### src/rtl/quad_pkg.sv
// Shared types and step decoding for the quadrature position decoder.
package quad_pkg;

  localparam int unsigned QUAD_W = 2;
  // Divide-by-4 sub-counter spans -3..+3, so it needs three signed bits.
  localparam int unsigned SUB_W  = 3;

  typedef enum logic {
    UNPRIMED = 1'b0,
    TRACK    = 1'b1
  } fsm_t;

  typedef enum logic [1:0] {
    STEP_NONE = 2'd0,
    STEP_CW   = 2'd1,
    STEP_CCW  = 2'd2,
    STEP_ERR  = 2'd3
  } step_t;

  // Classify one accepted {A,B} transition; equal codes yield STEP_NONE.
  function automatic step_t decode_step(input logic [QUAD_W-1:0] prev,
                                        input logic [QUAD_W-1:0] cur);
    step_t s;
    s = STEP_NONE;
    case ({prev, cur})
      4'b00_10, 4'b10_11, 4'b11_01, 4'b01_00: s = STEP_CW;
      4'b00_01, 4'b01_11, 4'b11_10, 4'b10_00: s = STEP_CCW;
      4'b00_11, 4'b11_00, 4'b01_10, 4'b10_01: s = STEP_ERR;
      default:                                s = STEP_NONE;
    endcase
    return s;
  endfunction

endpackage

### src/rtl/quad_filter.sv
// Two-flop synchroniser followed by a FILT_CYC-cycle stability filter.
// acc_vld pulses on every cycle a stable candidate is (re)accepted.
module quad_filter
  import quad_pkg::*;
#(
  parameter int unsigned FILT_CYC = 3
) (
  input  logic              CLK,
  input  logic              RESET_N,
  input  logic [QUAD_W-1:0] quad,
  output logic [QUAD_W-1:0] acc,
  output logic              acc_vld
);

  localparam int unsigned CNT_W = (FILT_CYC > 1) ? $clog2(FILT_CYC) : 1;
  localparam logic [CNT_W-1:0] CNT_LAST = CNT_W'(FILT_CYC - 1);

  logic [QUAD_W-1:0] s1;
  logic [QUAD_W-1:0] s2;
  logic [QUAD_W-1:0] cand;
  logic [CNT_W-1:0]  cnt;

  // Bring the asynchronous pair into the CLK domain.
  always_ff @(posedge CLK or negedge RESET_N) begin
    if (!RESET_N) begin
      s1 <= '0;
      s2 <= '0;
    end else begin
      s1 <= quad;
      s2 <= s1;
    end
  end

  // Restart the hold count on any change; accept once held long enough.
  always_ff @(posedge CLK or negedge RESET_N) begin
    if (!RESET_N) begin
      cand    <= '0;
      cnt     <= '0;
      acc     <= '0;
      acc_vld <= 1'b0;
    end else begin
      acc_vld <= 1'b0;
      if (s2 != cand) begin
        cand <= s2;
        cnt  <= '0;
      end else if (cnt == CNT_LAST) begin
        acc     <= cand;
        acc_vld <= 1'b1;
      end else begin
        cnt <= cnt + CNT_W'(1);
      end
    end
  end

endmodule

### src/rtl/quad_decoder.sv
// Quadrature decoder: filtered {A,B} -> bounded position, direction and strobes.
// Optional QUAD_DIV4_EN: one position step per full four-edge cycle.
module quad_decoder
  import quad_pkg::*;
#(
  parameter int unsigned POS_W    = 8,
  parameter int unsigned POS_MIN  = 0,
  parameter int unsigned POS_MAX  = 255,
  parameter int unsigned POS_INIT = 128,
  parameter int unsigned FILT_CYC = 3,
  parameter int unsigned WRAP     = 0
) (
  input  logic              CLK,
  input  logic              RESET_N,
  input  logic              clr,
  input  logic [QUAD_W-1:0] quad,
  output logic [POS_W-1:0]  pos,
  output logic              step_cw,
  output logic              step_ccw,
  output logic              dir,
  output logic              err
);

  localparam logic [POS_W-1:0] MIN_V  = POS_W'(POS_MIN);
  localparam logic [POS_W-1:0] MAX_V  = POS_W'(POS_MAX);
  localparam logic [POS_W-1:0] INIT_V = POS_W'(POS_INIT);

  logic [QUAD_W-1:0] acc;
  logic              acc_vld;
  fsm_t              state_q;
  fsm_t              state_d;
  logic [QUAD_W-1:0] prev_q;
  logic [QUAD_W-1:0] prev_d;
  step_t             step_c;
  logic              inc;
  logic              dec;
  logic [POS_W-1:0]  pos_d;
  logic              dir_d;
  logic              err_d;

`ifdef QUAD_DIV4_EN
  localparam logic signed [SUB_W-1:0] SUB_TOP = SUB_W'(3);
  localparam logic signed [SUB_W-1:0] SUB_BOT = SUB_W'(-3);
  logic signed [SUB_W-1:0] sub_q;
  logic signed [SUB_W-1:0] sub_d;
`endif

  quad_filter #(
    .FILT_CYC (FILT_CYC)
  ) u_filter (
    .CLK     (CLK),
    .RESET_N (RESET_N),
    .quad    (quad),
    .acc     (acc),
    .acc_vld (acc_vld)
  );

  assign step_c = decode_step(prev_q, acc);

  // FSM state and last accepted code.
  always_ff @(posedge CLK or negedge RESET_N) begin
    if (!RESET_N) begin
      state_q <= UNPRIMED;
      prev_q  <= '0;
    end else begin
      state_q <= state_d;
      prev_q  <= prev_d;
    end
  end

  // Every acceptance primes/keeps TRACK and refreshes prev, even under clr.
  always_comb begin
    state_d = state_q;
    prev_d  = prev_q;
    if (acc_vld) begin
      state_d = TRACK;
      prev_d  = acc;
    end
  end

  // Decode the step and compute next position, direction and strobes.
  always_comb begin
    inc   = 1'b0;
    dec   = 1'b0;
    err_d = 1'b0;
    pos_d = pos;
    dir_d = dir;
`ifdef QUAD_DIV4_EN
    sub_d = sub_q;
`endif
    if (!clr && acc_vld && (state_q == TRACK)) begin
      case (step_c)
        STEP_CW: begin
`ifdef QUAD_DIV4_EN
          if (sub_q == SUB_TOP) begin
            sub_d = '0;
            inc   = 1'b1;
          end else begin
            sub_d = sub_q + SUB_W'(1);
          end
`else
          inc = 1'b1;
`endif
        end
        STEP_CCW: begin
`ifdef QUAD_DIV4_EN
          if (sub_q == SUB_BOT) begin
            sub_d = '0;
            dec   = 1'b1;
          end else begin
            sub_d = sub_q - SUB_W'(1);
          end
`else
          dec = 1'b1;
`endif
        end
        STEP_ERR: err_d = 1'b1;
        default:  ;
      endcase
    end

    if (clr) begin
      pos_d = INIT_V;
`ifdef QUAD_DIV4_EN
      sub_d = '0;
`endif
    end else if (inc) begin
      dir_d = 1'b1;
      if (pos == MAX_V) begin
        pos_d = (WRAP != 0) ? MIN_V : MAX_V;
      end else begin
        pos_d = pos + POS_W'(1);
      end
    end else if (dec) begin
      dir_d = 1'b0;
      if (pos == MIN_V) begin
        pos_d = (WRAP != 0) ? MAX_V : MIN_V;
      end else begin
        pos_d = pos - POS_W'(1);
      end
    end
  end

  // Registered outputs.
  always_ff @(posedge CLK or negedge RESET_N) begin
    if (!RESET_N) begin
      pos      <= INIT_V;
      step_cw  <= 1'b0;
      step_ccw <= 1'b0;
      dir      <= 1'b0;
      err      <= 1'b0;
    end else begin
      pos      <= pos_d;
      step_cw  <= inc;
      step_ccw <= dec;
      dir      <= dir_d;
      err      <= err_d;
    end
  end

`ifdef QUAD_DIV4_EN
  // Edge sub-counter for divide-by-4 resolution.
  always_ff @(posedge CLK or negedge RESET_N) begin
    if (!RESET_N) begin
      sub_q <= '0;
    end else begin
      sub_q <= sub_d;
    end
  end
`endif

endmodule

### config.mk
export PLATFORM = sky130hd
export DESIGN_NAME = quad_decoder
export DESIGN_NICKNAME = d
export VERILOG_FILES = /design/src/rtl/quad_pkg.sv /design/src/rtl/quad_filter.sv /design/src/rtl/quad_decoder.sv
export SDC_FILE = /design/constraint.sdc
export NUM_CORES = 1
export LEC_CHECK = 0
export CELL_PAD_IN_SITES_DETAIL_PLACEMENT = 0
export CELL_PAD_IN_SITES_GLOBAL_PLACEMENT = 2
export CORE_ASPECT_RATIO = 0.7
export CORE_UTILIZATION = 25
export CTS_CLUSTER_DIAMETER = 100
export DETAILED_ROUTE_END_ITERATION = 8
export PLACE_DENSITY_LB_ADDON = 0.1
export SETUP_SLACK_MARGIN = 0.4
export SYNTH_ARGS = -nofsm -noshare
export SYNTH_HDL_FRONTEND = slang
export SYNTH_SLANG_ARGS = --single-unit
### constraint.sdc
create_clock -name CLK -period 2.3 [get_ports CLK]
set_input_delay 0.46 -clock CLK [delete_from_list [all_inputs] [get_ports CLK]]
set_output_delay 0.46 -clock CLK [all_outputs]
set_load 0.05 [all_outputs]
Yosys cells after proc, flatten, opt, wreduce, memory -nomap -nowiden
Memory sizes are Yosys's and may differ from the RTL's.
Cells that the tools add are included.
Storage, ports and cells
  bits in registers: 26
  memories: 1
  ROM bits: 32
  output and inout port bits: 12
Operators by class
  bitwise gates (word level): 2
  mux-type cells: 17
  equality and inequality tests: 7
  add/subtract/negate cells: 3
  reduce and logical (&&, ||, !) cells: 8
Memories
  (name not given): words 16, width 2, rd ports 1, clocked after Yosys merged registers in 0, wr ports 0, RTL line quad_pkg.sv:25  | case ({prev, cur})
Operator list (count)
  8-bit 2-to-1 mux: 5
  1-bit 2-to-1 mux: 10
  8-bit by 1-bit adder with 8-bit output (second input constant): 1
  8-bit == test (second input constant): 1
  8-bit logical NOT: 1
  8-bit by 1-bit subtractor with 8-bit output (second input constant): 1
  2-bit == test (second input constant): 3
  2-bit 2-to-1 mux: 2
  2-bit AND reduction: 2
  3-bit nonzero test: 1
  2-bit by 1-bit adder with 2-bit output (second input constant): 1
  2-bit by 1-bit == test with 1-bit output (second input constant): 1
  1-bit logical AND: 2
  2-bit by 1-bit inequality test with 1-bit output (second input constant): 1
  2-bit inequality test: 1
  1-bit NOT: 2
  2-bit nonzero test: 1
  1-bit logical NOT: 1

Longest topological paths before layout
  depth in word-level cells: 7
  mapped depth: 7
  mapped depth without buffers: 7

Modules after synthesis
A second synthesis with hierarchy kept.
Second synthesis, totals
  cell total of the unflattened synthesis: 143
  area, all modules: 1480.2 µm²
Modules (own cells, without submodules)
  quad_decoder: cells each 108, area an instance 1068.5 µm², instances 1, sequential area each 376.6 µm²
  quad_filter: cells each 35, area an instance 411.6 µm², instances 1, sequential area each 275.3 µm²

Least setup slack after synthesis
Ideal clock, no wire load.
  path type: reg-to-reg
  start: register pos[1]
  end: register pos[3]
  data arrival time: 1815 ps
  path slack: 356 ps
  setup time: 129 ps
  clock period less this slack: 1944 ps
  buffers on the path: 0
  cell stages (with the launch flop): 8
  cell sequence: dfrtp_1 inv_1 ha_1 nor4b_1 and2_1 o21ai_0 a31oi_1 a31oi_1
On the way
  word-level cells in the longest chain between the ends: 5
Ends and longest elaborated chain
  start, declared: RTL line quad_decoder.sv:17  | output logic [POS_W-1:0] pos,
  start signal, assigned: RTL line quad_decoder.sv:153  | pos <= pos_d;
  8-bit by 1-bit subtractor with 8-bit output / 8-bit logical NOT (equally long branches): RTL line quad_decoder.sv:139, quad_decoder.sv:136
  8-bit 2-to-1 mux: RTL line quad_decoder.sv:136  | if (pos == MIN_V) begin
  8-bit 2-to-1 mux: RTL line quad_decoder.sv:134  | end else if (dec) begin
  8-bit 2-to-1 mux (*): RTL line quad_decoder.sv:127  | end else if (inc) begin
  8-bit 2-to-1 mux (*): RTL line quad_decoder.sv:122  | if (clr) begin
Mark *: on every way between the ends. The rest lies on a longest branch, timed or not. The select of a mux whose other input is x is not followed.
A chain may end at the register's enable or synchronous reset.

Final worst setup path
  start: input clr
  end: register pos[5]
On the way
  word-level cells in the longest chain between the ends: 6
Ends and longest elaborated chain
  start, declared: RTL line quad_decoder.sv:15  | input logic clr,
  1-bit logical NOT (*): RTL line quad_decoder.sv:91  | if (!clr && acc_vld && (state_q == TRACK)) begin
  1-bit logical AND (*) (2 in a row): RTL line quad_decoder.sv:91
  1-bit 2-to-1 mux (*): RTL line quad_decoder.sv:91
  net inc: RTL line quad_decoder.sv:35  | logic inc;
  8-bit 2-to-1 mux: RTL line quad_decoder.sv:127
  8-bit 2-to-1 mux: RTL line quad_decoder.sv:122
The timed path passes the listed nets; every way through them passes the cells marked *.

==> reports/results.ini <==
[outcome]
outcome=finished clean

[synth]
seq_area_frac_synth_pct=44.8
synth_cell_types=44
syn_area_sq_um=1450
synth_edf_count=0
ys_ff_latch=26
postSynthAreaPerCell_sq_um=9.96
synthCells=146
yosysWarnings=0
syn-num-nets=155
async_flop_share_pct=100
synthFlopType=dfrtp_1

[critical_path]
path_cells=clkdlybuf4s50_1 -> and3b_2 -> nand3_4 -> inv_4 -> o41ai_2 -> o311a_1 -> o21ai_1
path_class=primary input to flip-flop
reg2regPathDepth=5
endpoint_kind=flip-flop
crit_fanout=10
r2r_start=u_filter.acc[1]$_DFFE_PN0P_
max_stage_delay_ns=0.49
arrival_ns=1.96
slowest_stage=clkdlybuf4s50_1
critPathLaunchType=primary input
required_ns=2.45
reg2reg_slack_ns=0.54
rr_endpoint=pos[3]$_DFFE_PN0P_

[hold_path]
holdPathEnd=u_filter.s2[0]$_DFF_PN0_
hold_depth=0
min_from=u_filter.s1[0]$_DFF_PN0_
min_path_type=flip-flop to flip-flop

[timing]
finalHoldViolations=0
drv_slew=0
fin_crit_ns=1.81
rsz0062_at_grt=yes
fmax_mhz=553
finClkSkew_ns=0.0119
fin_crit_sh_pct=78.6
fin_setup_tns_ns=0
setup_viol=0
slew_headroom_pct=65.9
worstMarginPinSlew_ns=0.514

[final_layout]
syn2layout_area_growth_pct=23.8
n_antenna_cell=0
drive_above_1_share_pct=18.9
final_common_cell=dfrtp_1
fin_nets=174
mostFrequentLayoutCells=23 x dfrtp_1, 13 x nand2_1
fin_util_pct=33.2

[routing]
vias_per_cell=4.84
dr.first_iter.drc_count=58
wl_microns=3630
drc=0
wl_per_cell_microns=15.4
dr.pass1.iters=4
vias=1142
ant_nets=0

[placement]
port_buffers=16
gp_congestion=0.839
place.detailed.hpwl_microns=2710

[clock_network]
cts_htree_levels=1
path_clk_slew_ns=0.10
worst_skew_pair.late_latency_ns=0.28
ctsHoldBuffers=0
clockBufferDepth=2
clockRootBuffer=clkbuf_8
cts_tree=done
cts_buffers=3
clock_sinks=26

[power]
ir_drop_uv=266
p_leak_nw=0.894
intPower_mw=0.864
cellPowerDensity_nw_per_um2=701
combPwrFrac_pct=24.4
switching_share_pct=31.5
p_sw_mw=0.398
seq_power_share_pct=45.3
clock_power_share_pct=30.3

[floorplanning]
die_area_sq_um=6130
core-area_sq_um=5420
die_x_microns=93.2
ioPinCount=17
initial_core_util_pct=26.8
core.rowCount=22
die_h_microns=65.8

[grt]
grt_pass1_wl_microns=6050
overflow=0
grt_pass1_vias=1112
grt_use_total_pct=13.2
grt_max_degree=27
antenna_found_initial=0

[job]
max_cap_viol_count=0

-- through the flow --
stage / total power [mW] / cell area (sq um) / setup WS, ns / hold slack (ns) / instances
after global placement: 0.904 / 1690 / 0.190 / 0.333 / 228
after CTS: 1.28 / 1750 / 0.378 / 0.363 / 232
after floorplan: 0.798 / 1460 / 0.402 / 0.164 / 146
final: 1.26 / 1800 / 0.492 / 0.361 / 236
after global routing: 1.34 / 1800 / 0.320 / 0.371 / 236
after detailed placement: 0.890 / 1690 / 0.128 / 0.339 / 228
-- layer usage --
metal / share of wire [%] / wire length [microns] / GRT usage (%)
met1: 55 / 1990 / 20.6
met4: 0.41 / 15 / 2.31
met3: 5.4 / 195 / 4.02
met2: 40 / 1440 / 17.4
met5: 0 / 0 / 0
-- repair_timing --
item	CTS	global route
resized for setup	9	13
buffers inserted	0	4
endpoints found under the setup margin	11	13
-- cells in the mapped netlist, types with 3 or more instances --
library cell	count	area, sq um
nor2_1	5	18.8
o31ai_1	3	22.5
xor2_1	3	26.3
mux2i_1	4	40.0
ha_1	4	50.1
inv_1	6	22.5
o21ai_0	4	20.0
nand2_1	13	48.8
dfrtp_1	25	626
and2_1	3	18.8
and3_1	3	18.8
xnor2_1	7	61.3
buf_2	3	15.0
nand3_1	7	35.0
mux2_2	4	45.0
nor3_1	7	35.0
a21oi_1	6	30.0
a31oi_1	4	25.0
clkbuf_1	5	18.8
-- critical path, delay by kind of cell --
kind	cells	cell delay, ns
compound gates	3	0.53
buf+inv	2	0.57
simple gates	2	0.39
-- logic make-up after synthesis --
group           synth area share, %
simple gates                   19.1
compound gates                 15.0
flops                          44.8
buf+inv                        4.65
xor+xnor                       7.14
mux                            5.85
fa+ha+maj                      3.44
-- sequential cells by signal (all words and copies together) (netlist names) --
name	flops
prev_q	2
u_filter.cnt	2
u_filter.acc	2
state_q	1
u_filter.s2	2
u_filter.s1	2
u_filter.acc_vld	1
u_filter.cand	2
pos	8
step_ccw	1
dir	1
step_cw	1
err	1
-- layout make-up --
cell class | instances | area, sq um
Tap cell | 72 | 90.1
Sequential cell | 26 | 654
Fill cell | 561 | 3620
Multi-Input combinational cell | 104 | 754
Clock buffer | 3 | 41.3
Timing Repair Buffer | 23 | 201
Clock inverter | 1 | 30.0
Inverter | 7 | 28.8
-- power groups by stage --
stage          registers [mW]  clock network, mW  logic, mW
2_1_floorplan           0.575                  0      0.223
6_report                0.571              0.382      0.308
5_1_grt                 0.581              0.418      0.342
4_1_cts                 0.572              0.397      0.309
3_3_place_gp            0.584                  0      0.320
3_5_place_dp            0.581                  0      0.309
-- how the worst max path moves through the flow --
stage                                     to  depth (start not counted)                         from
after floorplan           pos[2]$_DFFE_PN0P_                          6           pos[6]$_DFFE_PN0P_
after global placement    pos[5]$_DFFE_PN0P_                          7                          clr
after detailed placement  pos[2]$_DFFE_PN0P_                          7                          clr
after CTS                             pos[7]                          1           pos[7]$_DFFE_PN1P_
after global routing      pos[3]$_DFFE_PN0P_                          5  u_filter.acc[1]$_DFFE_PN0P_
final                     pos[5]$_DFFE_PN0P_                          7                          clr
(Power assumes the default switching activity.)
==> variant (same flow settings) <==
Register the output `pos` once more, cleared by the reset; this adds one clock of latency there. The other outputs are not delayed to match.
--- a/src/rtl/quad_decoder.sv
+++ b/src/rtl/quad_decoder.sv
@@ -24,6 +24,8 @@
   localparam logic [POS_W-1:0] MIN_V  = POS_W'(POS_MIN);
   localparam logic [POS_W-1:0] MAX_V  = POS_W'(POS_MAX);
   localparam logic [POS_W-1:0] INIT_V = POS_W'(POS_INIT);
+
+  logic [POS_W-1:0] pos_s0;
 
   logic [QUAD_W-1:0] acc;
   logic              acc_vld;
@@ -83,7 +85,7 @@
     inc   = 1'b0;
     dec   = 1'b0;
     err_d = 1'b0;
-    pos_d = pos;
+    pos_d = pos_s0;
     dir_d = dir;
 `ifdef QUAD_DIV4_EN
     sub_d = sub_q;
@@ -126,17 +128,17 @@
 `endif
     end else if (inc) begin
       dir_d = 1'b1;
-      if (pos == MAX_V) begin
+      if (pos_s0 == MAX_V) begin
         pos_d = (WRAP != 0) ? MIN_V : MAX_V;
       end else begin
-        pos_d = pos + POS_W'(1);
+        pos_d = pos_s0 + POS_W'(1);
       end
     end else if (dec) begin
       dir_d = 1'b0;
-      if (pos == MIN_V) begin
+      if (pos_s0 == MIN_V) begin
         pos_d = (WRAP != 0) ? MAX_V : MIN_V;
       end else begin
-        pos_d = pos - POS_W'(1);
+        pos_d = pos_s0 - POS_W'(1);
       end
     end
   end
@@ -144,13 +146,13 @@
   // Registered outputs.
   always_ff @(posedge CLK or negedge RESET_N) begin
     if (!RESET_N) begin
-      pos      <= INIT_V;
+      pos_s0   <= INIT_V;
       step_cw  <= 1'b0;
       step_ccw <= 1'b0;
       dir      <= 1'b0;
       err      <= 1'b0;
     end else begin
-      pos      <= pos_d;
+      pos_s0   <= pos_d;
       step_cw  <= inc;
       step_ccw <= dec;
       dir      <= dir_d;
@@ -169,5 +171,13 @@
   end
 `endif
 
+  always_ff @(posedge CLK or negedge RESET_N) begin
+    if (!RESET_N) begin
+      pos <= '0;
+    end else begin
+      pos <= pos_s0;
+    end
+  end
+
 endmodule
 
Formal check against the unedited RTL: not equivalent (a bounded check fails within 4 cycles, from zero or initial values and one cycle with RESET_N low).
==> variant against the original RTL <==
Cell area rose by 14%; total power rose by 16%; routed wire length grew 8.0%; core utilization down 0.37 points; clock skew decreased by 0.0094 ns; worst setup slack worse by 0.048 ns; sequential cell count up 8; area after synthesis up 11%; first-iteration DRC count fell by 16%; global-route usage down 0.67 points; critical endpoint is now pos[6].
==> variant: results <==
{
  "layout-drive-gt1-share_pct": 20.7,
  "fin_nets": 187,
  "cts_sinks": 34,
  "wl_met1_um": 2090,
  "switchingPower_mw": 0.446,
  "n_all_buffers": 27,
  "place_congestion": 0.727,
  "n_all_inverters": 11,
  "ys_types": 41,
  "grt_use_met1_pct": 18.8,
  "min-delay-start": "u_filter.s1[0]",
  "peakVddDrop_v": 0.000249,
  "clock_latency_ns": 0.28,
  "track_usage_pct": 12.5,
  "wl_met2_um": 1610,
  "drtIter0Drc": 49,
  "antenna_cells": 0,
  "multi_input_area_share_pct": 34.2,
  "antenna_found_initial": 0,
  "p_leak_nw": 1.06,
  "grt_pass1_vias": 1213,
  "place_hpwl_um": 2710,
  "setup.worst_path.start": "pos[6]",
  "numCtsBuffers": 5,
  "path_max_fanout": 1,
  "n_clock_buffer": 6,
  "grtUsageMet2_pct": 17.1,
  "bufAreaShareNonClock_pct": 12.8,
  "dr.pass1.iters": 6,
  "final-clk-cell-share_pct": 4.64,
  "routed_via_density": 4.64,
  "max_stage_delay_ns": 0.79,
  "synth.yosys.seq_area_share_pct": 52.6,
  "met3_usage_pct": 3.83,
  "routed_wl_um": 3920,
  "seq_area_share_pct": 41.6,
  "synth_common_cells": "dfrtp_1 (33), inv_1 (11), nand2_1 (11), a21oi_1 (9), nor2_1 (9)",
  "reg2reg_from": "pos_s0[0]",
  "grt_pass1_wl_um": 6520,
  "cts_root_buf": "clkbuf_8",
  "num-multi-input-gates": 99,
  "cts.clk_slew.worst_paths_ns": 0.07,
  "grt_max_degree": 35,
  "slew_headroom_pct": 66.2,
  "top_regs": "pos (8), pos_s0 (8)",
  "cpMaxStageDelayCell": "clkdlybuf4s50_1",
  "outcome": "completed",
  "cp_data_arrival_time_ns": 1.40,
  "route.top_layer_used": "met4",
  "skew_ns": 0.00253,
  "hp-class": "register to register",
  "syn-num-nets": 159,
  "cts-htree-levels": 2,
  "yosysWarnings": 0,
  "critical-path-top-delay-family": "buffers and inverters",
  "io_buffers": 16,
  "dr_wl_met3_um": 196,
  "synth.top_cells.by_area": "dfrtp_1 (51%), xnor2_1 (3.8%), mux2_2 (3.5%)",
  "fillers": 658
}
-- variant: changes by cell type after synthesis, moves of 3 or more --
cell,unedited run,this run
dfrtp_1,25,33
inv_1,6,11
nor2_1,5,9
o22ai_1,0,4
a21oi_1,6,9
clkbuf_1,5,2
mux2i_1,4,1
nor3_1,7,4
o21ai_0,4,7
o31ai_1,3,0
-- variant: metrics by stage --
stage          instance area (µm²)  instances  hold WS, ns  worst slack [ns]
4_1_cts                       2000        255        0.354             0.404
3_5_place_dp                  1900        247        0.336             0.224
2_1_floorplan                 1620        150        0.164             0.549
5_1_grt                       2050        257        0.371             0.379
6_report                      2050        257        0.349             0.445
3_3_place_gp                  1900        247        0.333             0.357
-- variant: power groups by stage --
stage / registers [mW] / clock network (mW) / logic (mW)
floorplan: 0.696 / 0 / 0.214
global placement: 0.697 / 0 / 0.298
detailed placement: 0.698 / 0 / 0.296
CTS: 0.687 / 0.487 / 0.297
global route: 0.696 / 0.525 / 0.336
finish: 0.686 / 0.470 / 0.303
-- variant: cells by family (layout without fill, tap and decap cells) --
family	Yosys count	in the layout	share of synthesized area, %
DFF	34	34	52.6
AOI/OAI and AO/OA	34	34	13.5
xor gates and xnor gates	11	11	5.95
and+or+nand+nor	44	44	15.4
adders and majority gates	4	4	3.09
buffers and inverters	17	46	5.33
muxes	6	6	4.09
-- variant: worst paths after layout --
path	to	slack, ns	cells past startpoint
min reg2reg	u_filter.s2[0]	0.35	0
max	pos[6]	0.44	1
max reg2reg	pos_s0[6]	0.53	7
max in group asynchronous	pos_s0[0]	1.36	2
min	u_filter.s2[0]	0.35	0
min in group asynchronous	pos[7]	0.58	2
-- variant: what timing repair did --
item	CTS	global route
endpoints found under the hold margin	0	0
pin swaps	0	1
setup buffers	0	2
gates resized for setup	4	14
setup endpoints to repair	4	15
